## src/rtl/qnigma_alu_seq.sv

```systemverilog
// Sequential multi-precision ALU: add/sub one K-bit limb per cycle, and a
// schoolbook multiply using N K-by-K multipliers per cycle into a 2W accumulator.
module qnigma_alu_seq #(
    parameter int W = 32,
    parameter int K = 8,
    parameter int N = 4
) (
    input  logic           clk,
    input  logic           rst,
    input  logic [W-1:0]   opa,
    input  logic [W-1:0]   opb,
    input  logic           add,
    input  logic           sub,
    input  logic           mul,
    input  logic           cal,
    output logic [2*W-1:0] res,
    output logic           ovf,
    output logic           eql,
    output logic           don,
    output logic           bsy
);

    localparam int M  = W / K;
    localparam int R  = M / N;
    localparam int CW = (M > 1) ? $clog2(M) : 1;

    localparam logic [CW-1:0] LAST_LIMB  = CW'(M - 1);
    localparam logic [CW-1:0] LAST_CHUNK = CW'(R - 1);

    typedef enum logic [1:0] {
        S_IDLE,
        S_ADD,
        S_MUL,
        S_DONE
    } state_t;

    state_t         state;
    logic [W-1:0]   a_reg;
    logic [W-1:0]   b_reg;
    logic [2*W-1:0] acc;
    logic           carry;
    logic           is_sub;
    logic           eql_next;
    logic [CW-1:0]  limb_idx;
    logic [CW-1:0]  row_idx;

    logic [K:0]     limb_sum;
    logic [W-1:0]   add_word;
    logic [2*W-1:0] partial;
    logic [2*W-1:0] mul_sum;
    logic [2*K-1:0] prod;
    logic [K-1:0]   a_limb;
    logic [K-1:0]   b_limb;
    int             chunk_base;
    int             row_base;

    // Add/sub datapath: b_reg already holds ~B for subtract, carry starts at 1.
    always_comb begin
        limb_sum = {1'b0, a_reg[int'(limb_idx)*K +: K]}
                 + {1'b0, b_reg[int'(limb_idx)*K +: K]}
                 + {{K{1'b0}}, carry};
        add_word = acc[W-1:0];
        add_word[int'(limb_idx)*K +: K] = limb_sum[K-1:0];
    end

    // One multiply step: N limbs of A (chunk limb_idx) times B limb row_idx.
    always_comb begin
        chunk_base = int'(limb_idx) * N;
        row_base   = int'(row_idx);
        partial    = '0;
        prod       = '0;
        a_limb     = '0;
        b_limb     = b_reg[row_base*K +: K];
        for (int n = 0; n < N; n++) begin
            a_limb  = a_reg[(chunk_base + n)*K +: K];
            prod    = {{K{1'b0}}, a_limb} * {{K{1'b0}}, b_limb};
            partial = partial
                    + ({{(2*W-2*K){1'b0}}, prod} << ((chunk_base + n + row_base)*K));
        end
        mul_sum = acc + partial;
    end

    always_ff @(posedge clk) begin
        if (rst) begin
            state    <= S_IDLE;
            a_reg    <= '0;
            b_reg    <= '0;
            acc      <= '0;
            carry    <= 1'b0;
            is_sub   <= 1'b0;
            eql_next <= 1'b0;
            limb_idx <= '0;
            row_idx  <= '0;
            res      <= '0;
            ovf      <= 1'b0;
            eql      <= 1'b0;
            don      <= 1'b0;
            bsy      <= 1'b0;
        end else begin
            don <= 1'b0;
            case (state)
                S_IDLE: begin
                    if (cal && (add || sub || mul)) begin
                        a_reg    <= opa;
                        eql_next <= (opa == opb);
                        acc      <= '0;
                        limb_idx <= '0;
                        row_idx  <= '0;
                        bsy      <= 1'b1;
                        if (mul) begin
                            b_reg  <= opb;
                            carry  <= 1'b0;
                            is_sub <= 1'b0;
                            state  <= S_MUL;
                        end else if (sub) begin
                            b_reg  <= ~opb;
                            carry  <= 1'b1;
                            is_sub <= 1'b1;
                            state  <= S_ADD;
                        end else begin
                            b_reg  <= opb;
                            carry  <= 1'b0;
                            is_sub <= 1'b0;
                            state  <= S_ADD;
                        end
                    end
                end
                S_ADD: begin
                    carry    <= limb_sum[K];
                    acc      <= {{W{1'b0}}, add_word};
                    limb_idx <= limb_idx + 1'b1;
                    if (limb_idx == LAST_LIMB) begin
                        res   <= {{W{1'b0}}, add_word};
                        ovf   <= limb_sum[K] ^ is_sub;
                        eql   <= eql_next;
                        don   <= 1'b1;
                        state <= S_DONE;
                    end
                end
                S_MUL: begin
                    acc <= mul_sum;
                    if (limb_idx == LAST_CHUNK) begin
                        limb_idx <= '0;
                        row_idx  <= row_idx + 1'b1;
                        if (row_idx == LAST_LIMB) begin
                            res   <= mul_sum;
                            ovf   <= 1'b0;
                            eql   <= eql_next;
                            don   <= 1'b1;
                            state <= S_DONE;
                        end
                    end else begin
                        limb_idx <= limb_idx + 1'b1;
                    end
                end
                S_DONE: begin
                    bsy   <= 1'b0;
                    state <= S_IDLE;
                end
                default: state <= S_IDLE;
            endcase
        end
    end

endmodule
```

## config.mk

```make
export PLATFORM = sky130hd
export DESIGN_NAME = qnigma_alu_seq
export DESIGN_NICKNAME = d
export VERILOG_FILES = /design/src/rtl/qnigma_alu_seq.sv
export SDC_FILE = /design/constraint.sdc
export NUM_CORES = 2
export LEC_CHECK = 0
export ABC_AREA = 1
export CELL_PAD_IN_SITES_DETAIL_PLACEMENT = 1
export CELL_PAD_IN_SITES_GLOBAL_PLACEMENT = 2
export CORE_MARGIN = 2
export CORE_UTILIZATION = 33
export DETAILED_ROUTE_END_ITERATION = 8
export HOLD_SLACK_MARGIN = 0.08
export PLACE_DENSITY_LB_ADDON = 0.2
export RECOVER_POWER = 100
export SETUP_SLACK_MARGIN = 0.3
export SLEW_MARGIN = 20
export SYNTH_ARGS = -nofsm -noshare
export SYNTH_HDL_FRONTEND = slang
export SYNTH_SLANG_ARGS = --single-unit
export TNS_END_PERCENT = 5
```

## constraint.sdc

```tcl
create_clock -name clk -period 12 [get_ports clk]
set_input_delay 2.4 -clock clk [delete_from_list [all_inputs] [get_ports clk]]
set_output_delay 2.4 -clock clk [all_outputs]
set_load 0.05 [all_outputs]
```

==> summary.md <==
| Metric | Value |
|---|---|
| HP Start | a_reg[21] |
| Fin nets | slightly above 5000 |
| Die height | 307 um |
| Status | finished, violations left |
| Post-synthesis sequential area ratio | 0.135 |
| Hold depth | 2 |
| Post-DP Area | around 33000 um2 |
| Initial cell density of the core | 0.332 |
| Area grow syn2layout | 11.0% |
| Post-CTS Setup Repair Bufs | 0 |
| Max Buffers Root-to-Sink | 3 |
| All-Layer GR Usage | 0.291 |
| Fmax | about 90 MHz |
| Failing checks | max-capacitance violations, max-slew violations |
| RR Startpoint | row_idx[0] |
| Largest net degree at the start of global routing | about 80 |
| Period Utilization, post-route | 0.903 |
| Dpl hpwl | roughly 120 mm |
| Pre-antenna DRT Iters | 5 |
| Reg clk slew, reported paths | roughly 0.060 ns |
| Cell area after layout | around 34000 um2 |
| Via count | between 30000 and 40000 |
| Ys flop type | dfxtp_1 |
| Port buffer count | 137 |
| Critical Path AT | 11.38 ns |
| Critical Path Fanout Max | 28 |
| H-tree levels | 1 |
| Worst Tran Pin Value | ~3.9 ns |
| TritonCTS buffer count | 28 |
| R2r endpoint | acc[52] |
| Vias in the first global route | 30700 |
| Synthesized area | around 30000 um2 |
| Worst skew pair latency | around 0.62 ns |
| CORE AREA | between 90000 and 100000 um2 |
| Antenna viol nets, final | 0 |
| Top-area cell type share of the netlist area | 0.220 |
| Die Wd | between 300 and 400 um |
| Hold-fix buffers at CTS | 0 |
| Routed len/inst | roughly 24 um |
| Final worst slack | 1.16 ns |
| Worst slack, placed | between 1.5 and 2 ns |
| FILL cells | approximately 12000 |
| Ranking of synthesized cells by area | fa_1, dfxtp_1, inv_1 |
| Antenna Cells | 0 |
| Max-slew headroom | -1.63 |
| Worst R2R Setup Slack | about 1.2 ns |
| Placement Rows | approximately 110 |
| Minimum clock period | between 10 and 15 ns |
| Worst R2R Path Depth | 39 |
| Largest regs | acc x64, res x64 |
| Final hold vios | 0 |
| Synth Warn # | 0 |
| Max IR drop VDD | 0.254 mV |
| P per Cell Area | between 300 and 400 nW/um2 |
| Hold Crit Class | register to register |
| #FFs+latches synth | approximately 200 |
| Worst Path Required | approximately 13 ns |
| Vias/cell | ~5.3 |
| Placer Congestion | around 1 |
| Post-Synthesis Cells | 4442 |
| Setup TNS | 0 ns |
| Syn Nets | approximately 5100 |
| Max cap viols | 5 |
| Layout Skew | about 0.037 ns |
| CTS sink count | between 200 and 250 |
| # DRC | 0 |
| Slowest cell on the critical path | a221oi_1 |
| Slew Limit Fails | 250 |
| Antenna violations before repair | 1 |
| DR iter-0 viols | between 2000 and 2500 |
| Worst Hold Path EP | a_reg[21] |
| Pleak | 0.0160 uW |
| Most used cell, CP | nand2_1 |
| Critical path class | register to register |
| Total gr overflow | 0 |
| Die area | ~94000 um2 |
| RSZ-0062 raised after global routing | no |
| Layout cells sized above 1 | 0.0396 |
| Final setup viols | 0 |
| Yosys cell types | 64 |
| CTS tree | yes |
| Top cell type by total area after synthesis | fa_1 |
| Async S/R FF share, synth | 0 |
| Mapped Avg Cell Area | ~6.8 um2 |
| Clk root buf | clkbuf_16 |
| First-pass GRT wire length | 203 mm |
| Routed WL | roughly 140 mm |
| Resized cells post-CTS | 0 |
| Final hold slack | between 0.4 and 0.5 ns |
| Startpoint Class | register |
| Crit end category | register |
| EDFF count, synth | 0 |
| Critical Path Max Stage Delay | about 0.77 ns |
| IO Count | around 140 |
## Yosys cell counts, types with 6 or more instances
library cell and n:
clkbuf_1 116, o21ai_1 19, o221ai_1 16, nor4_1 12
ha_1 231, inv_2 11, o21bai_1 11, a211oi_1 6
o21ai_2 6, buf_2 31, xnor2_1 53, a21oi_2 8
a21o_1 24, nand3_1 113, nand4_1 41, o21a_1 9
or2_1 9, nand2_1 785, o22ai_1 19, nor2_1 537
o21ai_0 319, or2_2 36, clkinv_1 15, buf_1 29
nand2_2 14, fa_1 334, xor2_1 30, a31oi_1 45
nand3_2 8, o211ai_1 11, dfxtp_1 205, nor3_1 66
a22oi_1 15, inv_1 809, a21oi_1 390
## layout by cell type (no fill, tap or decap), types with 24 or more instances in the layout
| cell | instances |
|---|---|
| buf_4 | 42 |
| xor2_1 | 30 |
| fa_1 | 334 |
| nor3_1 | 66 |
| clkdlybuf4s50_1 | 66 |
| or2_2 | 36 |
| ha_1 | 230 |
| nor2_1 | 538 |
| a21o_1 | 24 |
| o21ai_0 | 333 |
| nand3_1 | 116 |
| clkbuf_16 | 28 |
| inv_1 | 811 |
| dfxtp_1 | 203 |
| nand2_1 | 788 |
| a21oi_1 | 395 |
| a31oi_1 | 44 |
| xnor2_1 | 53 |
| dlygate4sd3_1 | 70 |
| nand4_1 | 41 |
## routing by layer
layer / GRT usage / share of wire / vias to the layer above
li1: - / - / 14100
met1: 0.416 / 0.47 / 15000
met2: 0.449 / 0.43 / 841
met3: 0.0622 / 0.080 / 128
met4: 0.0587 / 0.021 / 0
met5: 0 / 0 / -
## worst max-delay path: cells and delay by family (launching register included)
family | cells | cell delay [ns]
DFF | 1 | 0.74
buffers and inverters | 7 | 1.34
adders and majority gates | 7 | 3.40
and+or+nand+nor | 13 | 1.84
AOI/OAI and AO/OA | 12 | 3.42
## power by group
| part | leakage [uW] | switching [uW] | total (uW) | internal (uW) |
|---|---|---|---|---|
| Combinational | 0.0138 | 6240 | 8700 | 2460 |
| Clock | 0.000466 | 362 | 906 | 544 |
| Sequential | 0.00167 | 110 | 933 | 824 |
## through the flow
stage,std cells,total power (uW),util
2_1_floorplan,4442,6370,-
3_3_place_gp,5635,9550,0.360
3_5_place_dp,5635,9600,0.360
4_1_cts,5682,10600,0.370
5_1_grt,5682,11500,0.369
6_report,5682,10500,0.369
## worst max path at each step
stage | startpoint | to | cells past startpoint
after floorplan | row_idx[1] | acc[47] | 45
after global placement | row_idx[0] | acc[52] | 39
after detailed placement | row_idx[0] | acc[52] | 39
after CTS | row_idx[0] | acc[52] | 39
after global routing | row_idx[0] | acc[58] | 40
final | row_idx[0] | acc[52] | 39
## cell type report
class                      count  area [um2]  share of cell area
sequential                   205        4110               0.122
multi-input combinational   3225       22300               0.662
clock inverter                13         211             0.00628
timing repair buffer         184        1700              0.0504
tap                         1186        1480              0.0441
clock buffer                  34         743              0.0221
inverter                     835        3140              0.0931
## logic make-up after synthesis
family	count (synthesis)	share of synthesized area
buffers and inverters	1012	0.127
XOR/XNOR	84	0.0249
AO/OA/AOI/OAI	934	0.173
adder cells (fa/ha/maj)	565	0.316
AND/OR/NAND/NOR	1641	0.224
flip-flops	205	0.135
multiplexers	1	0.000330
(Power assumes the default switching activity.)
